===== config.mk =====
export PLATFORM = sky130hd
export DESIGN_NAME = onehot_scan_decoder
export DESIGN_NICKNAME = d
export VERILOG_FILES = /design/src/rtl/onehot_pkg.sv /design/src/rtl/dwell_counter.sv /design/src/rtl/onehot_scan_decoder.sv
export SDC_FILE = /design/constraint.sdc
export NUM_CORES = 1
export LEC_CHECK = 0
export CAP_MARGIN = 10
export CORE_ASPECT_RATIO = 0.8
export CORE_MARGIN = 8
export CORE_UTILIZATION = 47
export CTS_CLUSTER_DIAMETER = 80
export CTS_CLUSTER_SIZE = 16
export DETAILED_ROUTE_END_ITERATION = 16
export GPL_TIMING_DRIVEN = 0
export PLACE_DENSITY = 0.81
export SETUP_SLACK_MARGIN = 0.4
export SLEW_MARGIN = 20
export SYNTH_ARGS = -nofsm -noshare
export SYNTH_HDL_FRONTEND = slang
export SYNTH_SLANG_ARGS = --single-unit

===== constraint.sdc =====
create_clock -name clk -period 2.4 [get_ports clk]
set_input_delay 0.48 -clock clk [delete_from_list [all_inputs] [get_ports clk]]
set_output_delay 0.48 -clock clk [all_outputs]
set_load 0.005 [all_outputs]

===== src/rtl/onehot_pkg.sv =====
// onehot_pkg: shared one-hot helpers for decoder blocks
package onehot_pkg;
  localparam int unsigned ONEHOT_MAX_W = 256;
  localparam int unsigned SEL_W_DEFAULT = 3;
  localparam int unsigned N_DEFAULT = 1 << SEL_W_DEFAULT;
  function automatic int unsigned onehot_n(input int unsigned sel_w);
    return 1 << sel_w;
  endfunction
  // Bit idx set when idx is inside width; callers cast down to their own width.
  function automatic logic [ONEHOT_MAX_W-1:0] onehot(input int unsigned idx, input int unsigned width);
    return (idx < width) ? (ONEHOT_MAX_W'(1) << idx) : '0;
  endfunction
endpackage


===== src/rtl/dwell_counter.sv =====
// dwell_counter: counts run cycles, ticks and reloads when cnt reaches dwell
//   clk, rst : clock, synchronous active-high reset
//   run      : advance the count this cycle
//   clear    : force count to 0 (lower priority than rst, higher than run)
//   dwell    : live dwell limit
//   tick     : high while running and cnt >= dwell
module dwell_counter
  import onehot_pkg::*;
#(
  parameter int DWELL_W = 16
) (
  input  logic               clk,
  input  logic               rst,
  input  logic               run,
  input  logic               clear,
  input  logic [DWELL_W-1:0] dwell,
  output logic               tick
);
  logic [DWELL_W-1:0] r_cnt;
  // >= rather than == so a dwell lowered mid-count expires on the next edge.
  assign tick = run & (r_cnt >= dwell);
  always_ff @(posedge clk) begin
    if (rst || clear) r_cnt <= '0;
    else if (run) r_cnt <= tick ? '0 : r_cnt + DWELL_W'(1);
  end
endmodule


===== src/rtl/onehot_scan_decoder.sv =====
// onehot_scan_decoder: registered binary-to-one-hot decoder with enable, polarity and auto-scan
//   clk, rst : clock, synchronous active-high reset
//   i_en     : 1 drives decoded output, 0 forces inactive and freezes idx/dwell
//   i_mode   : 0 direct (decode i_sel), 1 scan (internal walk)
//   i_sel    : direct-mode index
//   i_dwell  : scan holds each index for i_dwell+1 cycles
//   o_out    : registered one-hot (inverted when ACTIVE_LOW)
//   o_idx    : registered current index
//   o_wrap   : one-cycle pulse when scan wraps from N-1 to 0
module onehot_scan_decoder
  import onehot_pkg::*;
#(
  parameter int SEL_W      = 3,
  parameter int DWELL_W    = 16,
  parameter bit ACTIVE_LOW = 1'b0
) (
  input  logic                  clk,
  input  logic                  rst,
  input  logic                  i_en,
  input  logic                  i_mode,
  input  logic [SEL_W-1:0]      i_sel,
  input  logic [DWELL_W-1:0]    i_dwell,
  output logic [(1<<SEL_W)-1:0] o_out,
  output logic [SEL_W-1:0]      o_idx,
  output logic                  o_wrap
);
  localparam int N = 1 << SEL_W;
  localparam logic [N-1:0] INACTIVE = {N{ACTIVE_LOW}};
  logic             w_run;
  logic             w_clear;
  logic             w_tick;
  logic [SEL_W-1:0] w_next_idx;
  logic [N-1:0]     w_dec;
  logic [N-1:0]     r_out;
  logic [SEL_W-1:0] r_idx;
  logic             r_wrap;
  assign w_run   = i_en & i_mode;
  assign w_clear = i_en & ~i_mode;
  dwell_counter #(.DWELL_W(DWELL_W)) u_dwell (
    .clk  (clk),
    .rst  (rst),
    .run  (w_run),
    .clear(w_clear),
    .dwell(i_dwell),
    .tick (w_tick)
  );
  // Mode is checked before the tick so a direct-mode edge always wins.
  always_comb begin
    w_next_idx = !i_en ? r_idx : !i_mode ? i_sel : w_tick ? r_idx + SEL_W'(1) : r_idx;
    w_dec      = N'(onehot(32'(w_next_idx), onehot_n(SEL_W)));
  end
  always_ff @(posedge clk) begin
    if (rst) begin
      r_idx  <= '0;
      r_out  <= INACTIVE;
      r_wrap <= 1'b0;
    end else begin
      r_idx  <= w_next_idx;
      r_out  <= i_en ? (w_dec ^ INACTIVE) : INACTIVE;
      r_wrap <= w_run & w_tick & (&r_idx);
    end
  end
  assign o_out  = r_out;
  assign o_idx  = r_idx;
  assign o_wrap = r_wrap;
endmodule

==> results.cfg, run 1 <==
[synthesis]
synthesis.nets = 263
avgSynthCellArea_um2 = 8.198
post_synth_num_cell_types = 41
synth_async_sr_flop_share_pct = 0
yosys.cell_count.top_type = nor2_1
synth_top_area_cell = dfxtp_1
ys.flop_type = dfxtp_1
synth.yosys.seq_area_share_pct = 30.94
synth.top_cells.by_area = dfxtp_1, ha_1, nor2_1, nand4_1, xor2_1
netlist_instances = 221
synth_largest_type_area_fraction_pct = 30.94
synthesis.yosys.warnings = 0
syn-cell-area_mm2 = 0.001812
synthTopCellsByCount = nor2_1, dfxtp_1, ha_1, inv_1, a21oi_1
synth_enable_flop_cells = 0
synth_seq_cells = 28

[global_route]
antenna_found_initial = 0
globalRoute.totalOverflow = 0
grt_first_pass_wirelength_um = 7997
pin_count_of_the_biggest_net_entering_global_routing = 17
globalRouteTotalUtil_pct = 15.96
number_of_global_route_vias_before_repair = 1754

[floorplanning]
floorplan.die.height_um = 71.53
top_level_ports = 35
num_rows = 20
initial_core_util_pct = 48.27
die_width_um = 85.42
fp.coreArea_mm2 = 0.003754
design.die.area_mm2 = 0.006110

[job]
timing.max_cap.violations = 0

[critical_path]
worst_path_largest_cell_delay_ns = 0.53
reg2regPathDepth = 9
cp_top_family = simple AND/OR/NAND/NOR gates
critPathMostFrequentCell = buf_6
critPathKind = reg2reg
cp.arrival_ns = 2.48
crit_slowest_cell = or4_1
end_kind = flop
worst-path-buf-inv = 2
worstPathRequired_ns = 2.62
crit_cells = 9
path_cells = ha_4, a21o_1, a21oi_1, a211o_1, nand4_2, buf_6, buf_6, or4_1, a21oi_2
reg2reg_slack_ns = 0.13
path_max_fanout = 4
crit_path_start_kind = flop

[clocking]
cts.sink_count = 28
cts_hold_repair.buffers = 0
cts-htree-levels = 1
clkTransAtPathRegs_ns = 0.10
ctsLongestPathBuffers = 2
cts.root.buffer_cell = clkbuf_8
numCtsBuffers = 3
clock_tree_from_tritoncts = done
clk_latency_ns = 0.28

[sta]
clock_skew_ns = 0.002498
rsz0062_at_grt = yes
setup_viol = 0
final_period_minus_worst_setup_slack_ns = 2.266
max-slew-margin-rel_pct = 59.42
actual_transition_at_the_worst_max_transition_pin_ns = 0.6040
maximum_clock_frequency_mhz = 441.3
finalMaxSlewViolations = 0
hold_vio_cnt_final = 0
finalCritPeriodShare_pct = 94.41

[finish]
final_net_count = 316
n_antenna_cell = 0
layout.cells.non_filler = 317
area_growth_syn_to_layout_pct = 47.31
drive_above_1_share_pct = 36.26

[drt]
drt_pre_antenna_iters = 4
drt_drc_violations_left = 0
drc_marker_count_from_the_first_detailed_route_iteration = 121
avgViaCountPerCell = 5.508
routed-via-count = 1746
ant_nets = 0
routed_wl_um = 4739
post_drt_wl_per_cell_um = 14.95

[place]
io_buffers = 33
hpwl_um = 3389
numPlacedInstances = 298
replace_congestion = 0.8444

[pwr]
vdd.ir_drop.worst_v = 0.0004082
p_leak_uw = 0.001020
power_density_mw_per_mm2 = 389.2
fin_total_pwr_uw = 1039

[status]
status = finished clean

[hold_path]
cells_on_worst_hold_path = 2
worst_hold_path_type = reg2reg
what timing repair did:
| item | 4_1_cts | 5_1_grt |
|---|---|---|
| endpoints found under the hold margin | 0 | 0 |
| cloned | 2 | 0 |
| setup buffers | 12 | 1 |
| pin swaps | 29 | 8 |
| setup endpoints to repair | 28 | 28 |
| resized for setup | 86 | 12 |
sequential cells by signal, summed over array words and instances, names as in the netlist:
name and cells:
o_wrap 1, u_dwell.r_cnt 16, o_out 8, o_idx 3
metrics by stage:
step                TNS (ns)  cell area, µm²  setup WS (ns)  utilization [%]  hold WS, ns
floorplan                  0            1998         0.2945                -       0.4653
global placement      -11.28            2384        -0.4680            63.50       0.4836
detailed placement    -12.71            2384        -0.5322            63.50       0.5165
CTS                        0            2620         0.2139            69.80       0.5079
global route               0            2669        0.09699            71.10       0.5384
finish                     0            2669         0.1342            71.10       0.5136
per-layer routing:
metal  GRT usage (%)  part of all wire (%)  vias to the layer above
met5               0                     0                        -
met4           4.264                   1.2                        0
met3           3.429                   5.8                        8
met2           26.98                    47                       51
met1           19.92                    46                      808
li1                -                     -                      879
where the power goes:
part	leakage (µW)	internal (µW)	switching, µW
clock	0.0000357	224	157
combinational	0.000750	88.1	99.7
sequential	0.000235	464	6.78
total	0.00102	776	263
layout make-up:
class	count	area, µm²
Tap cell	44	55.05
Clock buffer	3	41.29
Inverter	20	95.09
Fill cell	306	1085
Multi-Input combinational cell	166	1383
Clock inverter	1	30.03
Buffer	7	53.80
Sequential cell	28	593.1
Timing Repair Buffer	48	417.9
logic make-up after synthesis:
family / synth area share [%]
xor gates and xnor gates: 6.285
muxes: 5.111
DFF: 30.94
and+or+nand+nor: 28.25
adders and majority gates: 13.12
buffers and inverters: 6.768
AOI/OAI and AO/OA: 9.531
path summary, 6_finish.rpt:
check | startpoint | to
worst min-delay path | u_dwell.r_cnt[0]$_SDFFE_PP0P_ | u_dwell.r_cnt[0]$_SDFFE_PP0P_
worst max register to register | u_dwell.r_cnt[6]$_SDFFE_PP0P_ | o_out[5]$_SDFF_PP0_
worst min register to register | u_dwell.r_cnt[0]$_SDFFE_PP0P_ | u_dwell.r_cnt[0]$_SDFFE_PP0P_
worst max-delay path | u_dwell.r_cnt[6]$_SDFFE_PP0P_ | o_out[5]$_SDFF_PP0_
cell usage in the layout (no fill, tap or decap), types with 4 or more instances in the layout:
cell,count
clkdlybuf4s50_1,16
buf_2,12
nand3_1,10
buf_4,10
nand4_1,14
dfxtp_2,5
a21oi_1,14
nor2_1,27
mux2i_1,5
ha_4,13
inv_2,10
xor2_1,10
dfxtp_4,7
dfxtp_1,16
ha_1,6
dlygate4sd2_1,5
buf_6,6
inv_1,6
nand2_1,14
or3_1,4
worst reg2reg max path, delay by kind of cell (launching register included):
kind / cells / cell delay [ns]
buffers and inverters: 2 / 0.27
DFF: 1 / 0.39
adders and majority gates: 1 / 0.22
and+or+nand+nor: 2 / 0.68
AOI/OAI and AO/OA: 4 / 0.65
Power figures use the tool's default switching activity.
==> inputs of run 2 (changes only) <==
--- a/config.mk
+++ b/config.mk
@@ -9,7 +9,7 @@
 export CORE_ASPECT_RATIO = 0.8
 export CORE_MARGIN = 8
 export CORE_UTILIZATION = 47
-export CTS_CLUSTER_DIAMETER = 80
+export CTS_CLUSTER_DIAMETER = 150
 export CTS_CLUSTER_SIZE = 16
 export DETAILED_ROUTE_END_ITERATION = 16
 export GPL_TIMING_DRIVEN = 0
==> results of run 2 <==
Final layout, timing and power as in run 1 (identical DEF).
